## config.mk

```make
export PLATFORM = sky130hd
export DESIGN_NAME = ddr_req_sched_flat
export DESIGN_NICKNAME = d
export VERILOG_FILES = /design/src/rtl/ddr_req_sched_if.sv /design/src/rtl/ddr_req_sched.sv /design/src/flat_wrapper.sv
export SDC_FILE = /design/constraint.sdc
export NUM_CORES = 1
export LEC_CHECK = 0
export BUFFER_PORTS_ARGS = -buffer_cell sky130_fd_sc_hd__buf_4
export CORE_MARGIN = 3
export CORE_UTILIZATION = 49
export DETAILED_ROUTE_END_ITERATION = 7
export PLACE_DENSITY = 0.93
export SKIP_LAST_GASP = 1
export SLEW_MARGIN = 20
export SYNTH_ARGS = -nofsm -noshare
export SYNTH_HDL_FRONTEND = slang
export SYNTH_SLANG_ARGS = --single-unit
export TNS_END_PERCENT = 30
```

## constraint.sdc

```tcl
create_clock -name clk -period 3.45 [get_ports clk]
set_clock_uncertainty 0.15 [all_clocks]
set_input_delay 0.5175 -clock clk [delete_from_list [all_inputs] [get_ports clk]]
set_output_delay 0.5175 -clock clk [all_outputs]
set_load 0.05 [all_outputs]
```

## src/rtl/ddr_req_sched_if.sv

```systemverilog
// FIFO-side and DDR-command-side signals of the request scheduler.
// The master modport is the scheduler's view; the slave modport is the environment's.
interface ddr_req_sched_if;
   logic [2:0]  ch_empty_i;
   logic [2:0]  ch_valid_i;
   logic [44:0] ch_dout0_i;
   logic [44:0] ch_dout1_i;
   logic [44:0] ch_dout2_i;
   logic [2:0]  ch_rd_en_o;
   logic        cmd_valid_o;
   logic        cmd_ready_i;
   logic [29:0] cmd_addr_o;
   logic        cmd_wr_o;
   logic [14:0] cmd_tag_o;
   logic        cmd_last_o;

   modport master (
      input  ch_empty_i, ch_valid_i, ch_dout0_i, ch_dout1_i, ch_dout2_i, cmd_ready_i,
      output ch_rd_en_o, cmd_valid_o, cmd_addr_o, cmd_wr_o, cmd_tag_o, cmd_last_o
   );

   modport slave (
      output ch_empty_i, ch_valid_i, ch_dout0_i, ch_dout1_i, ch_dout2_i, cmd_ready_i,
      input  ch_rd_en_o, cmd_valid_o, cmd_addr_o, cmd_wr_o, cmd_tag_o, cmd_last_o
   );
endinterface

```

## src/rtl/ddr_req_sched.sv

```systemverilog
// Round-robin scheduler: pops one entry from one of three request FIFOs and
// expands it into BURST_NUM DDR commands at ADDR_STEP spacing.
module ddr_req_sched #(
   parameter int unsigned BURST_NUM = 16,
   parameter logic [29:0] ADDR_STEP = 30'd64,
   parameter int unsigned TIMEOUT   = 15
) (
   input  logic                  clk,
   input  logic                  rst,
   input  logic                  sched_en_i,
   ddr_req_sched_if.master       bus,
   output logic [2:0]            grant_o,
   output logic                  busy_o,
   output logic                  err_timeout_o
);

   typedef enum logic [1:0] {IDLE, POP, WAIT_VLD, ISSUE} state_e;

   localparam logic [7:0] BEAT_LAST = 8'(BURST_NUM - 1);
   localparam logic [7:0] WAIT_LAST = 8'(TIMEOUT - 1);

   state_e      state_q;
   logic [1:0]  rr_q;
   logic [1:0]  gidx_q;
   logic [2:0]  grant_q;
   logic [2:0]  rd_en_q;
   logic [7:0]  wait_q;
   logic [7:0]  beat_q;
   logic        cmd_valid_q;
   logic        wr_q;
   logic        last_q;
   logic        err_q;
   logic [29:0] addr_q;
   logic [14:0] tag_q;

   logic [1:0]  sel_d;
   logic        sel_ok_d;
   logic [1:0]  cand;
   logic [44:0] ent;
   logic        vld_g;

   // Search starts just after the last granted channel and wraps back to it.
   always_comb begin
      sel_d    = '0;
      sel_ok_d = 1'b0;
      cand     = (rr_q == 2'd2) ? 2'd0 : rr_q + 2'd1;
      for (int unsigned i = 0; i < 3; i++) begin
         if (!sel_ok_d && !bus.ch_empty_i[cand]) begin
            sel_d    = cand;
            sel_ok_d = 1'b1;
         end
         cand = (cand == 2'd2) ? 2'd0 : cand + 2'd1;
      end
   end

   always_comb begin
      case (gidx_q)
         2'd1:    begin ent = bus.ch_dout1_i; vld_g = bus.ch_valid_i[1]; end
         2'd2:    begin ent = bus.ch_dout2_i; vld_g = bus.ch_valid_i[2]; end
         default: begin ent = bus.ch_dout0_i; vld_g = bus.ch_valid_i[0]; end
      endcase
   end

   always_ff @(posedge clk or posedge rst) begin
      if (rst) begin
         state_q     <= IDLE;
         rr_q        <= 2'd2;
         gidx_q      <= '0;
         grant_q     <= '0;
         rd_en_q     <= '0;
         wait_q      <= '0;
         beat_q      <= '0;
         cmd_valid_q <= 1'b0;
         wr_q        <= 1'b0;
         last_q      <= 1'b0;
         err_q       <= 1'b0;
         addr_q      <= '0;
         tag_q       <= '0;
      end else begin
         rd_en_q <= '0;
         err_q   <= 1'b0;
         case (state_q)
            IDLE: begin
               if (sched_en_i && sel_ok_d) begin
                  gidx_q  <= sel_d;
                  rr_q    <= sel_d;
                  grant_q <= 3'b001 << sel_d;
                  rd_en_q <= 3'b001 << sel_d;
                  state_q <= POP;
               end
            end
            POP: begin
               wait_q  <= '0;
               state_q <= WAIT_VLD;
            end
            WAIT_VLD: begin
               if (vld_g) begin
                  if (ent[0]) begin
                     addr_q      <= ent[44:15];
                     wr_q        <= ent[1];
                     tag_q       <= {ent[14:2], gidx_q};
                     beat_q      <= '0;
                     last_q      <= (BEAT_LAST == 8'd0);
                     cmd_valid_q <= 1'b1;
                     state_q     <= ISSUE;
                  end else begin
                     grant_q <= '0;
                     state_q <= IDLE;
                  end
               end else if (wait_q == WAIT_LAST) begin
                  err_q   <= 1'b1;
                  grant_q <= '0;
                  state_q <= IDLE;
               end else begin
                  wait_q <= wait_q + 8'd1;
               end
            end
            ISSUE: begin
               if (bus.cmd_ready_i) begin
                  if (last_q) begin
                     cmd_valid_q <= 1'b0;
                     last_q      <= 1'b0;
                     grant_q     <= '0;
                     state_q     <= IDLE;
                  end else begin
                     beat_q <= beat_q + 8'd1;
                     addr_q <= addr_q + ADDR_STEP;
                     last_q <= ((beat_q + 8'd1) == BEAT_LAST);
                  end
               end
            end
            default: state_q <= IDLE;
         endcase
      end
   end

   assign bus.ch_rd_en_o  = rd_en_q;
   assign bus.cmd_valid_o = cmd_valid_q;
   assign bus.cmd_addr_o  = addr_q;
   assign bus.cmd_wr_o    = wr_q;
   assign bus.cmd_tag_o   = tag_q;
   assign bus.cmd_last_o  = last_q;
   assign grant_o         = grant_q;
   assign busy_o          = (state_q != IDLE);
   assign err_timeout_o   = err_q;

endmodule

```

## src/flat_wrapper.sv

```systemverilog
// flat-port wrapper written by rule: the top's interface ports become plain ports
module ddr_req_sched_flat 
#(
   parameter int unsigned BURST_NUM = 16,
   parameter logic [29:0] ADDR_STEP = 30'd64,
   parameter int unsigned TIMEOUT   = 15
)
  (clk, rst, sched_en_i, grant_o, busy_o, err_timeout_o, bus_ch_empty_i, bus_ch_valid_i, bus_ch_dout0_i, bus_ch_dout1_i, bus_ch_dout2_i, bus_cmd_ready_i, bus_ch_rd_en_o, bus_cmd_valid_o, bus_cmd_addr_o, bus_cmd_wr_o, bus_cmd_tag_o, bus_cmd_last_o);
  ddr_req_sched_if bus_i ();
  input  logic clk;
  input  logic rst;
  input  logic sched_en_i;
  output logic [2:0] grant_o;
  output logic busy_o;
  output logic err_timeout_o;
  input wire logic [$bits(bus_i.ch_empty_i)-1:0] bus_ch_empty_i;
  input wire logic [$bits(bus_i.ch_valid_i)-1:0] bus_ch_valid_i;
  input wire logic [$bits(bus_i.ch_dout0_i)-1:0] bus_ch_dout0_i;
  input wire logic [$bits(bus_i.ch_dout1_i)-1:0] bus_ch_dout1_i;
  input wire logic [$bits(bus_i.ch_dout2_i)-1:0] bus_ch_dout2_i;
  input wire logic [$bits(bus_i.cmd_ready_i)-1:0] bus_cmd_ready_i;
  output wire logic [$bits(bus_i.ch_rd_en_o)-1:0] bus_ch_rd_en_o;
  output wire logic [$bits(bus_i.cmd_valid_o)-1:0] bus_cmd_valid_o;
  output wire logic [$bits(bus_i.cmd_addr_o)-1:0] bus_cmd_addr_o;
  output wire logic [$bits(bus_i.cmd_wr_o)-1:0] bus_cmd_wr_o;
  output wire logic [$bits(bus_i.cmd_tag_o)-1:0] bus_cmd_tag_o;
  output wire logic [$bits(bus_i.cmd_last_o)-1:0] bus_cmd_last_o;
  assign bus_i.ch_empty_i = bus_ch_empty_i;
  assign bus_i.ch_valid_i = bus_ch_valid_i;
  assign bus_i.ch_dout0_i = bus_ch_dout0_i;
  assign bus_i.ch_dout1_i = bus_ch_dout1_i;
  assign bus_i.ch_dout2_i = bus_ch_dout2_i;
  assign bus_i.cmd_ready_i = bus_cmd_ready_i;
  assign bus_ch_rd_en_o = bus_i.ch_rd_en_o;
  assign bus_cmd_valid_o = bus_i.cmd_valid_o;
  assign bus_cmd_addr_o = bus_i.cmd_addr_o;
  assign bus_cmd_wr_o = bus_i.cmd_wr_o;
  assign bus_cmd_tag_o = bus_i.cmd_tag_o;
  assign bus_cmd_last_o = bus_i.cmd_last_o;
  ddr_req_sched #(.BURST_NUM(BURST_NUM), .ADDR_STEP(ADDR_STEP), .TIMEOUT(TIMEOUT)) u_core (.clk(clk), .rst(rst), .sched_en_i(sched_en_i), .bus(bus_i), .grant_o(grant_o), .busy_o(busy_o), .err_timeout_o(err_timeout_o));
endmodule
```

==> summary.txt, run 1 <==
Global route
  – Aggregate global-route resource usage: 29.3%
  – Pin count of the biggest net entering global routing: 77
  – Initial antenna violation count: 0
  – Global-route wire length before repair: about 26000 um
  – Gr ovfl total: 0
  – Vias in the first global route: 5299

Die
  – Core area: around 9400 um^2
  – DIE WIDTH: 105 um
  – Ports: 201
  – Area of the die: 11000 um^2
  – Chip Height: 105 um
  – Site Rows: 35
  – Initial Utilization: approximately half

Synthesis
  – Top-area cell type share of the netlist area: 39.1%
  – Synth Area in Simple Gates: 20.7%
  – Synth Instances: 580
  – Main synth FF type: dfrtp_1
  – Compound-Gate Fraction of Synth Area: 29.8%
  – Largest family of logic cells by synthesized area: compound AO/OA/AOI/OAI gates
  – Mean Syn Cell Area: a little over 8 um^2
  – Mux contribution to synthesized area: 1.36%
  – Flops & latches, synth: 76
  – Top cells by count, synth: 75 x dfrtp_1, 74 x nand2_1, 67 x o21ai_0
  – Synth area leaders: dfrtp_1 39%, a22oi_1 8.1%, o21ai_0 7.0%, nand2_1 5.8%, a21oi_1 4.9%
  – Async SR Flop Fraction: 100%
  – Adder-cell area share of the yosys netlist: 2.87%
  – YS warnings: 0
  – Mapped Area: about 4800 um^2
  – Synth Area in XOR/XNOR: 0.913%
  – Post-synth EDFFs: 0
  – Count leader, synth: dfrtp_1
  – Synthesized net count: 736
  – Post-synth top area cell: dfrtp_1
  – Register area share after synthesis: between 30% and 40%
  – Post-synth cell types: 58

STA
  – # setup viols final: 0
  – Setup_tns: 0 ns
  – Hold Worst Slack: between 0.15 and 0.2 ns
  – RSZ-0062 raised after global routing: false
  – Fmax: 358 MHz
  – Worst slew pin tran: slightly below 0.8 ns
  – Final hold violations: 0
  – Final period util: 81.0%
  – Period minus WS final: 2.80 ns
  – Slew HR: between 40% and 50%
  – Max-slew violation count: 0

Worst setup path
  – WS Path Type: reg2reg
  – R2r worst-path depth: 7
  – Worst Setup End Kind: flop
  – Crit path launch type: flop
  – Arr. time, crit path: 2.94 ns
  – CP required: 3.59 ns
  – Crit path max fanout: 32

Clocking
  – Post-CTS sizing: 0
  – Post-CTS Hold Buffers: 0
  – Clock buffer depth: 2
  – Clk Latency, worst-skew pair: 0.36 ns
  – # H-tree levels: 3
  – Reg clk slew, reported paths: approximately 0.080 ns
  – Root buffer cell: clkbuf_8
  – TritonCTS clock tree: done
  – CTS buffer count: 9
  – Post-CTS Repair Setup Buffers: 0
  – TritonCTS Sinks: 76

Finish
  – Register Area: between 1500 and 2000 um^2
  – Area occupied by multi-input gates: roughly 2700 um^2
  – Share of cells above drive strength 1: approximately 31%
  – Final cell count without fillers: 892
  – Final #Nets: 914
  – Post-route core utilization: 70.1%
  – # fillers: 778
  – Ant. Diodes: 0
  – P&R area growth vs syn: 36.9%

Routing
  – Post-route ant nets: 0
  – Via density: 6.15
  – DRT Pass-1 Iters: 5
  – DRC violations left: 0
  – WL final: 16500 um
  – Initial DRC Count: 393
  – WL per Instance: 18.5 um
  – Vias: 5482

Flow run
  – # Max-Cap Violations: 0

Hold path
  – Worst Hold Class: in2async

Power
  – PwrDens: approximately 900 nW/um^2
  – Lkg Pwr: 3.04 nW
  – Worst vdd ir: about 0.00066 V

Placement
  – Placer Congestion: slightly above 0.9
  – Port buffer count: 200
  – DP HPWL: 12400 um
  – DP Cell Count: 876

Status
  – Outcome: complete, no violations
-- path summary, 6_finish.rpt --
| path | start | end | slack, ns |
|---|---|---|---|
| worst max-delay path | u_core.state_q[0] | u_core.bus.cmd_addr_o[14] | 0.65 |
| worst min-delay path | rst | u_core.beat_q[2] | 0.16 |
| worst max register to register | u_core.state_q[0] | u_core.bus.cmd_addr_o[14] | 0.65 |
| worst min register to register | u_core.bus.cmd_tag_o[7] | u_core.bus.cmd_tag_o[7] | 0.34 |
| max in group asynchronous | rst | u_core.rr_q[1] | 2.23 |
| min in group clk | bus_ch_dout0_i[3] | u_core.bus.cmd_tag_o[3] | 0.30 |
-- area by class of cell --
class | count | share of cell area (%)
Clock buffer | 12 | 2.36
Sequential cell | 76 | 29.0
Clock inverter | 4 | 0.724
Multi-Input combinational cell | 449 | 40.7
Timing Repair Buffer | 209 | 24.1
Tap cell | 129 | 2.46
Inverter | 13 | 0.743
-- power breakdown --
| part | switching, W | internal [W] | total [W] |
|---|---|---|---|
| sequential | 0.000341 | 0.00120 | 0.00154 |
| combinational | 0.00247 | 0.00117 | 0.00364 |
| clock | 0.000343 | 0.000372 | 0.000715 |
-- per-layer routing --
metal	global-route usage [%]	up-vias	share of wire [%]
li1	-	2538	-
met1	35.6	2567	37
met2	49.7	317	51
met3	6.92	60	8.7
met4	12.3	0	3.4
met5	0	-	0
-- metrics by stage --
step / setup WS, ns / power [W] / area [um^2]
6_report: 0.655 / 0.00589 / 6570
5_1_grt: 0.436 / 0.00627 / 6570
4_1_cts: 0.699 / 0.00586 / 6570
3_5_place_dp: 0.734 / 0.00515 / 6370
3_3_place_gp: 0.834 / 0.00503 / 6370
2_1_floorplan: 0.846 / 0.00414 / 4800
-- worst max-delay path, cell delays in order (launching register included) --
cell and delay, ns:
dfrtp_1 0.41, inv_1 0.14, ha_1 0.49, nor2b_1 0.33
a31oi_2 0.16, or2_4 0.43, or4_1 0.50, nand3_1 0.10
-- cell usage in the layout, fill, tap and decap left out, types with 3 or more instances in the layout --
| master | count |
|---|---|
| a211o_1 | 3 |
| clkbuf_8 | 11 |
| inv_1 | 12 |
| a21oi_1 | 47 |
| or3_1 | 4 |
| o41ai_1 | 3 |
| a22o_1 | 5 |
| and3_1 | 9 |
| nand4_1 | 12 |
| nor4_1 | 13 |
| or4_1 | 4 |
| a32oi_1 | 3 |
| dfrtp_1 | 75 |
| nor2_1 | 35 |
| nor2b_1 | 4 |
| a21o_1 | 6 |
| xor2_1 | 4 |
| nand3_1 | 20 |
| buf_4 | 208 |
| ha_1 | 9 |
| nor3_1 | 12 |
| o31ai_1 | 4 |
| and4_1 | 4 |
| o21ai_0 | 67 |
| a31oi_1 | 12 |
| mux2_2 | 4 |
| o211ai_1 | 4 |
| a22oi_1 | 52 |
| nand2_1 | 74 |
-- sequential cells by signal, summed over array words and instances (netlist names), 2 cells and up --
register and count:
u_core.grant_o 3, u_core.gidx_q 2, u_core.bus.cmd_addr_o 30, u_core.state_q 2
u_core.bus.ch_rd_en_o 3, u_core.beat_q 8, u_core.wait_q 8, u_core.bus.cmd_tag_o 15
-- logic make-up (layout without fill, tap and decap cells) --
| kind of cell | after synthesis | count (layout) |
|---|---|---|
| AOI/OAI and AO/OA | 225 | 225 |
| buffers and inverters | 55 | 238 |
| DFF | 76 | 76 |
| and+or+nand+nor | 202 | 202 |
| adders and majority gates | 11 | 11 |
| muxes | 6 | 6 |
| xor gates and xnor gates | 5 | 5 |
No activity file was read; power rests on OpenSTA's default activity.
==> run 2: changes to the inputs <==
==> constraint.sdc (replaced) <==
create_clock -name clk -period 2.85 [get_ports clk]
set_clock_uncertainty 0.15 [all_clocks]
set_input_delay 0.4275 -clock clk [delete_from_list [all_inputs] [get_ports clk]]
set_output_delay 0.4275 -clock clk [all_outputs]
set_load 0.05 [all_outputs]
==> run 2 against run 1 <==
- the run now ends with hold timing left
- final cell count is 0.78% higher
- non-clock buffer count up 7
- routed wire length down 1.8%
- worst setup slack worse by 0.57 ns
- sequential power up 21%
- die area stayed put
- cell area rose by 1.0%
- register-to-register slack lost 0.57 ns
- critical path type unchanged
- highest routed layer unchanged
==> summary.txt, run 2 (synthesized netlist as in run 1, its figures left out) <==
Status
  – Outcome: complete, but fails checks
  – Violated checks: hold timing

Routing
  – WL per Instance: 18.0 um
  – Vias: roughly 5400
  – DRC violations left: 0
  – Via density: roughly 6.1
  – Initial DRC Count: 488
  – Post-route ant nets: 0
  – DRT Pass-1 Iters: 5
  – WL final: 16200 um

Worst setup path
  – Crit path launch type: flop
  – WS Path Type: reg2reg
  – Worst Setup End Kind: flop
  – Crit path max fanout: 32
  – CP required: 3.00 ns
  – Arr. time, crit path: between 2 and 3 ns

Global route
  – Initial antenna violation count: 0
  – Gr ovfl total: 0
  – Aggregate global-route resource usage: roughly 28%
  – Vias in the first global route: 5144
  – Global-route wire length before repair: ~25000 um
  – Pin count of the biggest net entering global routing: 77

Clocking
  – TritonCTS clock tree: done
  – Root buffer cell: clkbuf_8
  – Clk Latency, worst-skew pair: 0.36 ns
  – # H-tree levels: 3
  – Post-CTS Hold Buffers: 0
  – CTS buffer count: 9
  – Clock buffer depth: 2
  – Reg clk slew, reported paths: 0.09 ns
  – Post-CTS Repair Setup Buffers: 0
  – TritonCTS Sinks: 76

STA
  – Period minus WS final: 2.76 ns
  – Max-slew violation count: 0
  – Fmax: 362 MHz
  – RSZ-0062 raised after global routing: true
  – Worst slew pin tran: approximately 0.65 ns
  – Setup_tns: 0 ns
  – Hold Worst Slack: -0.00808 ns
  – PnR worst setup slack: 0.0877 ns
  – Slew HR: 56.6%
  – Final period util: 96.9%
  – Final hold violations: 2
  – # setup viols final: 0

Finish
  – Largest register FFs: 30
  – Share of cells above drive strength 1: a little under a third
  – Ant. Diodes: 0
  – Final #Nets: 921
  – Post-route core utilization: 70.8%
  – # fillers: 744
  – Leading cell types in the layout, fill and taps excluded: 215 x buf_4, 75 x dfrtp_1, 74 x nand2_1, 67 x o21ai_0, 52 x a22oi_1
  – P&R area growth vs syn: 38.3%
  – Leading cell type in the layout, fill and taps excluded: buf_4

Placement
  – Dpl ws: 0.130 ns
  – DP HPWL: 12100 um
  – Port buffer count: 200
  – Placer Congestion: 0.954

Power
  – PwrDens: 1090 nW/um^2
  – Pwr Total: 0.00724 W
  – Lkg Pwr: 3.07 nW
  – Worst vdd ir: 0.000732 V

Die
  – Ports: about 200
  – Area of the die: ~11000 um^2
  – Chip Height: 105 um
  – Initial Utilization: about half
  – Core area: roughly 9400 um^2
  – DIE WIDTH: 105 um
  – Site Rows: 35

Hold path
  – Worst Hold Class: in2async

Flow run
  – # Max-Cap Violations: 0
[run 2: cell count changes in the layout (fill, tap and decap cells not counted), sizes merged]
cell / previous run / this run
clkbuf: 12 / 10
clkinvlp: 1 / 2
buf: 209 / 216
bufinv: 1 / 2
[run 2: worst paths after layout]
check	startpoint	endpoint	slack (ns)	cells past startpoint
min in group clk	bus_ch_dout0_i[4]	u_core.bus.cmd_tag_o[4]	0.20	3
worst min register to register	u_core.bus.cmd_addr_o[1]	u_core.bus.cmd_addr_o[1]	0.34	2
max in group asynchronous	rst	u_core.rr_q[1]	2.20	3
worst max register to register	u_core.gidx_q[1]	u_core.bus.cmd_addr_o[22]	0.09	7
worst min-delay path	rst	u_core.bus.cmd_addr_o[26]	-0.008	3
worst max-delay path	u_core.gidx_q[1]	u_core.bus.cmd_addr_o[22]	0.09	7
[run 2: timing repair]
action | 4_1_cts | 5_1_grt
hold endpoints to repair | 0 | 0
gates resized for setup | 0 | 0
endpoints found under the setup margin | 0 | 1
[run 2: routing by layer]
metal	GRT usage, %	up-vias	part of all wire (%)
met2	47.1	290	51
met5	0	-	0
li1	-	2554	-
met1	35.9	2568	37
met3	8.83	33	10
met4	7.50	0	2.1
[run 2: power breakdown]
part	total, W	switching (W)	leakage, nW	internal [W]
sequential	0.00187	0.000415	0.996	0.00145
combinational	0.00444	0.00300	1.97	0.00145
clock	0.000921	0.000427	0.102	0.000493
total	0.00724	0.00384	3.07	0.00340
[run 2: critical path, stage by stage, from the launching register on]
cell	delay, ns
dfrtp_1	0.42
inv_1	0.10
ha_2	0.34
a22oi_1	0.12
o311a_1	0.51
or2_4	0.45
or4_1	0.51
nand3_1	0.10
[run 2: through the flow]
step	instances	hold WS, ns	cell area [um^2]
after floorplan	580	0.309	4800
after global placement	883	0.314	6420
after detailed placement	883	0.327	6420
after CTS	899	0.0226	6640
after global routing	899	0.0266	6640
final	899	-0.00808	6640
[run 2: layout make-up]
type,instances,area [um^2],area share (%)
tap,129,161,2.43
multi-input combinational,449,2670,40.3
clock buffer,10,128,1.92
inverter,13,48.8,0.735
clock inverter,6,88.8,1.34
timing repair buffer,216,1630,24.6
sequential,76,1900,28.7
==> run 3: changes to the inputs <==
==> constraint.sdc (replaced) <==
create_clock -name clk -period 2.8 [get_ports clk]
set_clock_uncertainty 0.15 [all_clocks]
set_input_delay 0.42 -clock clk [delete_from_list [all_inputs] [get_ports clk]]
set_output_delay 0.42 -clock clk [all_outputs]
set_load 0.05 [all_outputs]
==> run 3 against run 2 <==
- count of clock-buffer cells in the layout increased by 1
- utilization grew 0.25 points
- the run still ends with hold timing left
- non-clock buffer count increased by 1
- cell area rose by 0.36%
- hold slack got worse by 0.010 ns
- largest cell class unchanged
- sequential power barely moved
- die area stayed put
- worst setup slack improved by 0.12 ns
==> summary.txt, run 3 (synthesized netlist as in run 1, its figures left out) <==
Clocking
  – Post-CTS Hold Buffers: 0
  – TritonCTS Sinks: 76
  – Root buffer cell: clkbuf_8
  – Clk Latency, worst-skew pair: 0.35 ns
  – Post-CTS Repair Setup Buffers: 0
  – CTS buffer count: 9
  – Post-CTS sizing: 0
  – Reg clk slew, reported paths: 0.08 ns
  – TritonCTS clock tree: done
  – # H-tree levels: 3
  – Clock buffer depth: 2

Power
  – PwrDens: 1120 nW/um^2
  – Worst vdd ir: 0.000761 V
  – Lkg Pwr: 3.08 nW
  – Pwr Total: 0.00744 W

Worst setup path
  – CP required: 2.94 ns
  – Crit path max fanout: 32
  – R2r worst-path depth: 7
  – Arr. time, crit path: about 2.7 ns
  – RR Startpoint: u_core.gidx_q[0]
  – Capturing point of the worst reg2reg path: u_core.bus.cmd_addr_o[14]
  – Worst Setup End Kind: flop
  – Crit path launch type: flop
  – Flop2flop setup slack: 0.21 ns
  – WS Path Type: reg2reg

Routing
  – DRT Pass-1 Iters: 5
  – Via density: ~6.1
  – WL per Instance: 18.2 um
  – WL final: 16400 um
  – DRC violations left: 0
  – Post-route ant nets: 0
  – Vias: 5523
  – Initial DRC Count: 482

Global route
  – Aggregate global-route resource usage: 29.1%
  – Initial antenna violation count: 0
  – Vias in the first global route: 5309
  – Gr ovfl total: 0
  – Global-route wire length before repair: 26100 um
  – Pin count of the biggest net entering global routing: 77

STA
  – Slew HR: 55.9%
  – Max-slew violation count: 0
  – Worst slew pin tran: about 0.66 ns
  – Fmax: just under 400 MHz
  – Final period util: between 90% and 100%
  – Period minus WS final: roughly 2.6 ns
  – # setup viols final: 0
  – Final hold violations: 19
  – Setup_tns: 0 ns
  – Hold Worst Slack: -0.0185 ns
  – RSZ-0062 raised after global routing: false

Finish
  – Leading cell type in the layout, fill and taps excluded: buf_4
  – Largest register FFs: 30
  – Design area: between 6000 and 7000 um^2
  – Ant. Diodes: 0
  – Final #Nets: 922
  – P&R area growth vs syn: 38.8%
  – Leading cell types in the layout, fill and taps excluded: 216 x buf_4, 75 x dfrtp_1, 74 x nand2_1, 67 x o21ai_0, 52 x a22oi_1
  – Share of cells above drive strength 1: roughly a third

Placement
  – Port buffer count: 200
  – Placer Congestion: 0.954
  – DP HPWL: 12200 um
  – Dpl cell area: 6430 um^2

Status
  – Violated checks: hold timing
  – Outcome: complete, but fails checks

Hold path
  – Worst Hold Class: in2async

Die
  – Core area: 9370 um^2
  – DIE WIDTH: roughly 100 um
  – Area of the die: around 11000 um^2
  – Initial Utilization: 51.2%
  – Chip Height: 105 um
  – Ports: around 200
  – Site Rows: 35

Flow run
  – # Max-Cap Violations: 0
## run 3: per-stage QoR
| stage | setup WS [ns] | instances | util [%] | hold slack (ns) |
|---|---|---|---|---|
| final | 0.208 | 900 | 71.1 | -0.0185 |
| after global routing | 0.0569 | 900 | 71.1 | 0.0400 |
| after CTS | 0.130 | 900 | 71.0 | 0.0208 |
| after detailed placement | 0.186 | 884 | 68.6 | 0.322 |
| after global placement | 0.326 | 884 | 68.6 | 0.314 |
| after floorplan | 0.293 | 580 | - | 0.309 |
## run 3: worst max path at each step
stage / cells after the start / endpoint / startpoint
3_3_place_gp: 7 / u_core.bus.cmd_addr_o[14] / u_core.gidx_q[0]
4_1_cts: 7 / u_core.bus.cmd_addr_o[10] / u_core.gidx_q[0]
3_5_place_dp: 8 / u_core.bus.cmd_addr_o[10] / u_core.gidx_q[0]
2_1_floorplan: 1 / u_core.beat_q[0] / rst
6_report: 7 / u_core.bus.cmd_addr_o[14] / u_core.gidx_q[0]
5_1_grt: 8 / u_core.bus.cmd_addr_o[10] / u_core.gidx_q[0]
## run 3: per-layer routing
metal	routed length [um]	track usage, %	up-vias	part of all wire [%]
met5	0	0	-	0
met4	516	10.6	0	3.1
met3	1460	5.99	52	8.9
met2	8170	48.1	325	50
met1	6270	37.8	2590	38
li1	-	-	2556	-
## run 3: critical path: stages (launching register included)
cell and delay [ns]:
dfrtp_1 0.44, inv_1 0.10, ha_2 0.29, a22oi_1 0.12, o311a_1 0.41, or2_4 0.40, or4_1 0.51, nand3_1 0.09
## run 3: layout make-up
class,count,area (um^2)
clock buffer,11,141
clock inverter,5,85.1
fill,724,2710
inverter,13,48.8
multi-input combinational,449,2680
sequential,76,1900
tap,129,161
timing repair buffer,217,1640
## run 3: where the power goes
group          total, W  internal [W]  switching, W
combinational   0.00458       0.00150       0.00309
clock          0.000963      0.000530      0.000433
sequential      0.00189       0.00148      0.000409
